===== src/rtl/beta_quiet_detector.sv =====
// beta_quiet_detector
//   Rectifies the beta-band sample stream, smooths it with a leaky-integrator
//   envelope follower and qualifies a "beta quiet" flag through two-threshold
//   hysteresis with dwell-time counting. Feeds the SR ignition controller.
//
// Ports
//   clk, rst        clock; asynchronous active-high reset
//   clk_en          sample strobe; all state advances only when high
//   beta_in         signed Q14 beta-band sample
//   thresh_lo/hi    signed Q14 quiet / active thresholds
//   dwell_on/off    ticks of qualification before entering / leaving quiet
//   min_hold        minimum quiet duration (only with BETA_QUIET_MIN_HOLD_EN)
//   beta_envelope   registered signed Q14 envelope
//   beta_quiet      registered quiet flag
//   detector_state  0 ACTIVE, 1 PEND_QUIET, 2 QUIET, 3 PEND_ACTIVE
//
// Optional feature: define BETA_QUIET_MIN_HOLD_EN to enforce min_hold.
module beta_quiet_detector #(
  parameter int unsigned WIDTH       = 18,
  parameter int unsigned FRAC        = 14,
  parameter int unsigned ALPHA_SHIFT = 4,
  parameter int          ENV_INIT    = 1 << FRAC
) (
  input  logic                    clk,
  input  logic                    rst,
  input  logic                    clk_en,
  input  logic signed [WIDTH-1:0] beta_in,
  input  logic signed [WIDTH-1:0] thresh_lo,
  input  logic signed [WIDTH-1:0] thresh_hi,
  input  logic [15:0]             dwell_on,
  input  logic [15:0]             dwell_off,
  input  logic [15:0]             min_hold,
  output logic signed [WIDTH-1:0] beta_envelope,
  output logic                    beta_quiet,
  output logic [1:0]              detector_state
);

  localparam int unsigned DW1 = WIDTH + 1;
  localparam int unsigned DW2 = WIDTH + 2;
  localparam int unsigned CW  = 16;
  localparam int unsigned CW1 = CW + 1;

  localparam logic signed [WIDTH-1:0] POS_MAX = {1'b0, {(WIDTH-1){1'b1}}};
  localparam logic signed [WIDTH-1:0] NEG_MIN = {1'b1, {(WIDTH-1){1'b0}}};

  typedef enum logic [1:0] {
    ACTIVE      = 2'd0,
    PEND_QUIET  = 2'd1,
    QUIET       = 2'd2,
    PEND_ACTIVE = 2'd3
  } state_t;

  state_t            state, state_next;
  logic [CW-1:0]     cnt, cnt_next;
  logic signed [WIDTH-1:0] abs_c, env_next_c;
  logic signed [DW1-1:0]   diff_c, step_c;
  logic signed [DW2-1:0]   sum_c;
  logic              below_lo_c, above_hi_c, hold_ok_c;
  logic [CW1-1:0]    cnt_inc_c;
  logic [CW-1:0]     cnt_sat_c;
  logic              reach_on_c, reach_off_c;

  // Rectifier: the most-negative code has no positive twin, so saturate it
  always_comb begin
    abs_c = beta_in;
    if (beta_in == NEG_MIN) begin
      abs_c = POS_MAX;
    end else if (beta_in[WIDTH-1]) begin
      abs_c = -beta_in;
    end
  end

  // Leaky integrator with floor shift, clamped to the non-negative range
  always_comb begin
    diff_c = DW1'(abs_c) - DW1'(beta_envelope);
    step_c = diff_c >>> ALPHA_SHIFT;
    sum_c  = DW2'(beta_envelope) + DW2'(step_c);
    if (sum_c[DW2-1]) begin
      env_next_c = '0;
    end else if (sum_c > DW2'(POS_MAX)) begin
      env_next_c = POS_MAX;
    end else begin
      env_next_c = WIDTH'(sum_c);
    end
  end

  // Threshold tests use the envelope from before this tick's update
  assign below_lo_c  = beta_envelope < thresh_lo;
  assign above_hi_c  = beta_envelope > thresh_hi;
  assign cnt_inc_c   = {1'b0, cnt} + CW1'(1);
  assign cnt_sat_c   = (cnt == '1) ? cnt : cnt + CW'(1);
  assign reach_on_c  = cnt_inc_c >= {1'b0, dwell_on};
  assign reach_off_c = cnt_inc_c >= {1'b0, dwell_off};

  // Next-state and dwell counter
  always_comb begin
    state_next = state;
    cnt_next   = cnt;
    case (state)
      ACTIVE: begin
        if (below_lo_c) begin
          if (dwell_on <= 16'd1) begin
            state_next = QUIET;
            cnt_next   = '0;
          end else begin
            state_next = PEND_QUIET;
            cnt_next   = CW'(1);
          end
        end
      end
      PEND_QUIET: begin
        if (!below_lo_c) begin
          state_next = ACTIVE;
          cnt_next   = '0;
        end else if (reach_on_c) begin
          state_next = QUIET;
          cnt_next   = '0;
        end else begin
          cnt_next   = cnt_sat_c;
        end
      end
      QUIET: begin
        if (above_hi_c && hold_ok_c) begin
          if (dwell_off <= 16'd1) begin
            state_next = ACTIVE;
            cnt_next   = '0;
          end else begin
            state_next = PEND_ACTIVE;
            cnt_next   = CW'(1);
          end
        end
      end
      PEND_ACTIVE: begin
        if (!above_hi_c) begin
          state_next = QUIET;
          cnt_next   = '0;
        end else if (reach_off_c) begin
          state_next = ACTIVE;
          cnt_next   = '0;
        end else begin
          cnt_next   = cnt_sat_c;
        end
      end
      default: begin
        state_next = ACTIVE;
        cnt_next   = '0;
      end
    endcase
  end

`ifdef BETA_QUIET_MIN_HOLD_EN
  logic [CW-1:0] hold, hold_next_c;

  // Hold restarts on a fresh quiet entry; returns from PEND_ACTIVE keep it
  always_comb begin
    hold_next_c = hold;
    if (state == QUIET && hold != '1) begin
      hold_next_c = hold + CW'(1);
    end
    if (state_next == QUIET && (state == ACTIVE || state == PEND_QUIET)) begin
      hold_next_c = '0;
    end
  end

  always_ff @(posedge clk or posedge rst) begin
    if (rst) begin
      hold <= '0;
    end else if (clk_en) begin
      hold <= hold_next_c;
    end
  end

  assign hold_ok_c = hold >= min_hold;
`else
  logic unused_min_hold;
  assign unused_min_hold = ^min_hold;
  assign hold_ok_c       = 1'b1;
`endif

  // State, counter and output registers
  always_ff @(posedge clk or posedge rst) begin
    if (rst) begin
      state         <= ACTIVE;
      cnt           <= '0;
      beta_envelope <= WIDTH'(ENV_INIT);
      beta_quiet    <= 1'b0;
    end else if (clk_en) begin
      state         <= state_next;
      cnt           <= cnt_next;
      beta_envelope <= env_next_c;
      beta_quiet    <= (state_next == QUIET) || (state_next == PEND_ACTIVE);
    end
  end

  assign detector_state = state;

endmodule


===== config.mk =====
export PLATFORM = sky130hd
export DESIGN_NAME = beta_quiet_detector
export DESIGN_NICKNAME = d
export VERILOG_FILES = /design/src/rtl/beta_quiet_detector.sv
export SDC_FILE = /design/constraint.sdc
export NUM_CORES = 1
export LEC_CHECK = 0
export BUFFER_PORTS_ARGS = -buffer_cell sky130_fd_sc_hd__buf_4
export CAP_MARGIN = 20
export CORE_MARGIN = 2
export CORE_UTILIZATION = 51
export CTS_CLUSTER_DIAMETER = 30
export DETAILED_ROUTE_END_ITERATION = 12
export PLACE_DENSITY = 0.9
export SLEW_MARGIN = 10
export SYNTH_ARGS = -nofsm -noshare
export SYNTH_HDL_FRONTEND = slang
export SYNTH_SLANG_ARGS = --single-unit

===== constraint.sdc =====
create_clock -name clk -period 3.6 [get_ports clk]
set_input_delay 0 -clock clk [delete_from_list [all_inputs] [get_ports clk]]
set_output_delay 0 -clock clk [all_outputs]
set_load 0.01 [all_outputs]

==> results_dict.tcl <==
set metrics [dict create \
    dpl.hpwl_mm 16.34 \
    yosys_warnings 0 \
    drive_gt1_frac 0.3474 \
    synth_nets 967 \
    die_w_um 111.2 \
    drt_iter0_markers 947 \
    clk_pin_slew_worst_paths_ns 0.06 \
    cellPowerDensity_mw_per_mm2 1120 \
    worstSetupEndpointType "flop" \
    grt_max_degree 38 \
    setup_viol 19 \
    area_delta_synth_final_pct 49.01 \
    cp_data_arrival_time_ns 5.48 \
    diodes 0 \
    hold_viol 0 \
    fmax_mhz 186.4 \
    clock_path_buffers 2 \
    dp_slack_ns -1.607 \
    drc 0 \
    final_area_mm2 0.008731 \
    rows 39 \
    antenna_found_initial 0 \
    die_y_um 111.2 \
    htree_levels 2 \
    tritoncts "yes" \
    worstHoldPathType "in2reg" \
    rsz0062_at_grt "true" \
    fin_skew_ns 0.005095 \
    syn_area_per_cell_um2 7.761 \
    fin_ws_ns -1.765 \
    status "complete, but fails checks" \
    final_cell_mix "buf_4, inv_1, ha_1, nand2_1, dfrtp_1" \
    cp_max_fo 7 \
    dieArea_mm2 0.01236 \
    totalWireLength_mm 24.55 \
    worst_slew_pin_slew_ns 0.9140 \
    cp-start-kind "input pin" \
    grt_use_total 0.3358 \
    synth_ff_type "dfrtp_1" \
    cap_violations 0 \
    slew_headroom 0.3891 \
    num_vias 7524 \
    finalMaxSlewViolations 0 \
    async_reset_ff_frac 1.000 \
    regArea_um2 927.1 \
    first_global_vias 7269 \
    nNetsFinal 1230 \
    gp_congestion 0.9925 \
    grt_pass1_wl_mm 33.82 \
    drt_pass1_iterations 6 \
    vias_per_cell 6.475 \
    port_buffers 109 \
    initial_core_util 0.5176 \
    violations "setup timing" \
    path_class "in2reg" \
    ant_nets 0 \
    p_leak_uw 0.004610 \
    synth_edf_count 0 \
    cts.sinks 37 \
    cts_buffers 5 \
    ios 126 \
    tns_ns -27.78 \
    netlist-cell-type-count 67 \
    gr-total-overflow 0 \
    ys_seq_elements 37 \
    ys_seq_area_frac 0.1582 \
    clockRootBuffer "clkbuf_16" \
    coreArea_mm2 0.01132 \
    wl_per_cell_um 21.12 \
    worst_ep_required_time_ns 3.71 \
    insertion_delay_ns 0.29 \
    period_minus_slack_ns 5.365 \
    fin_crit_sh 1.490 \
    multiInputGateArea_mm2 0.004941 \
    syn_area_mm2 0.005859 \
    final_common_cell "buf_4" \
    total_power_uw 9779 \
    syn_inst 755 \
    ir_drop_mv 0.6119 \
    num-fill-cells 671 \
    dpl-instance-area_mm2 0.008064 \
]
==> registers in the layout (all words and copies together), names as in the netlist <==
name            cells
beta_envelope      18
detector_state      2
beta_quiet          1
cnt                16
==> synth_stat cells, drive strengths merged, types with 15 or more instances <==
cell,n,share of area
xor2,30,0.045
nand4,15,0.017
a21oi,36,0.031
a21o,20,0.026
dfrtp,36,0.15
nand2,54,0.035
nand3,26,0.022
o31ai,22,0.028
ha,106,0.23
o21ai,49,0.042
xnor2,21,0.033
inv,106,0.068
nor2,36,0.023
==> final timing paths <==
| kind | startpoint | to | slack (ns) | cells after the start |
|---|---|---|---|---|
| setup / recovery | beta_in[9] | beta_envelope[10] | -1.77 | 23 |
| hold / removal | clk_en | beta_envelope[17] | 0.08 | 2 |
| setup reg to reg | beta_envelope[7] | beta_envelope[10] | -1.15 | 17 |
| hold reg to reg | beta_quiet | beta_quiet | 0.53 | 1 |
| max in group asynchronous | rst | beta_envelope[14] | 2.83 | 4 |
| min in group asynchronous | rst | cnt[1] | 0.39 | 4 |
==> cell type report <==
cell class / count / area share
repair buffers: 272 / 0.2416
clock buffers: 6 / 0.01591
multi-input cells: 596 / 0.5659
well taps: 143 / 0.02049
clock inverters: 2 / 0.004299
inverters: 106 / 0.04557
flip-flops and latches: 37 / 0.1062
==> kinds of logic after synthesis <==
group / count (synthesis) / synth area share
AOI/OAI and AO/OA: 219 / 0.2550
buffers and inverters: 122 / 0.07858
DFF: 37 / 0.1582
adders and majority gates: 107 / 0.2298
and+or+nand+nor: 217 / 0.1973
muxes: 2 / 0.003630
xor gates and xnor gates: 51 / 0.07752
==> stage by stage <==
stage,utilization,hold slack [ns],std cells
finish,0.7712,0.08411,1162
global route,0.7712,0.09391,1162
CTS,0.7417,0.07433,1157
detailed placement,0.7123,0.1416,1143
global placement,0.7123,0.1396,1143
floorplan,-,0.1790,755
==> power breakdown <==
group | total [µW] | switching [µW] | internal [µW] | leakage (µW)
Combinational | 8540 | 4650 | 3880 | 0.00405
Sequential | 701 | 137 | 563 | 0.000476
Clock | 541 | 195 | 346 | 0.0000831
==> metal layers <==
metal | wire, µm | up-vias | share of wire | track usage
met4 | 2254 | 0 | 0.092 | 0.1926
met3 | 2052 | 210 | 0.084 | 0.06233
met1 | 8398 | 3461 | 0.34 | 0.3527
met2 | 11840 | 553 | 0.48 | 0.6224
li1 | - | 3300 | - | -
met5 | 0 | - | 0 | 0
==> what timing repair did <==
action | 4_1_cts | 5_1_grt
hold buffers | 1 | 0
endpoints found under the hold margin | 36 | 0
buffers inserted | 5 | 4
pin swaps | 9 | 8
setup endpoints to repair | 19 | 36
resized for setup | 22 | 52
gates cloned | 0 | 1
==> worst max-delay path: stages <==
cell and delay (ns):
buf_6 0.09, or4_4 0.54, or4_4 0.47, nor2_4 0.13, nand2_4 0.08, buf_4 0.16, nand2_2 0.07, ha_4 0.20
a21oi_1 0.18, o21bai_1 0.11, a21oi_2 0.22, o21ai_1 0.16, and2_2 0.22, xor2_1 0.14, ha_1 0.38, a2111oi_1 0.88
buf_4 0.25, a21bo_2 0.20, a2111oi_2 0.10, a211o_4 0.40, buf_12 0.17, o21ai_2 0.12, o21ai_1 0.18
No activity file was read; power rests on OpenSTA's default activity.
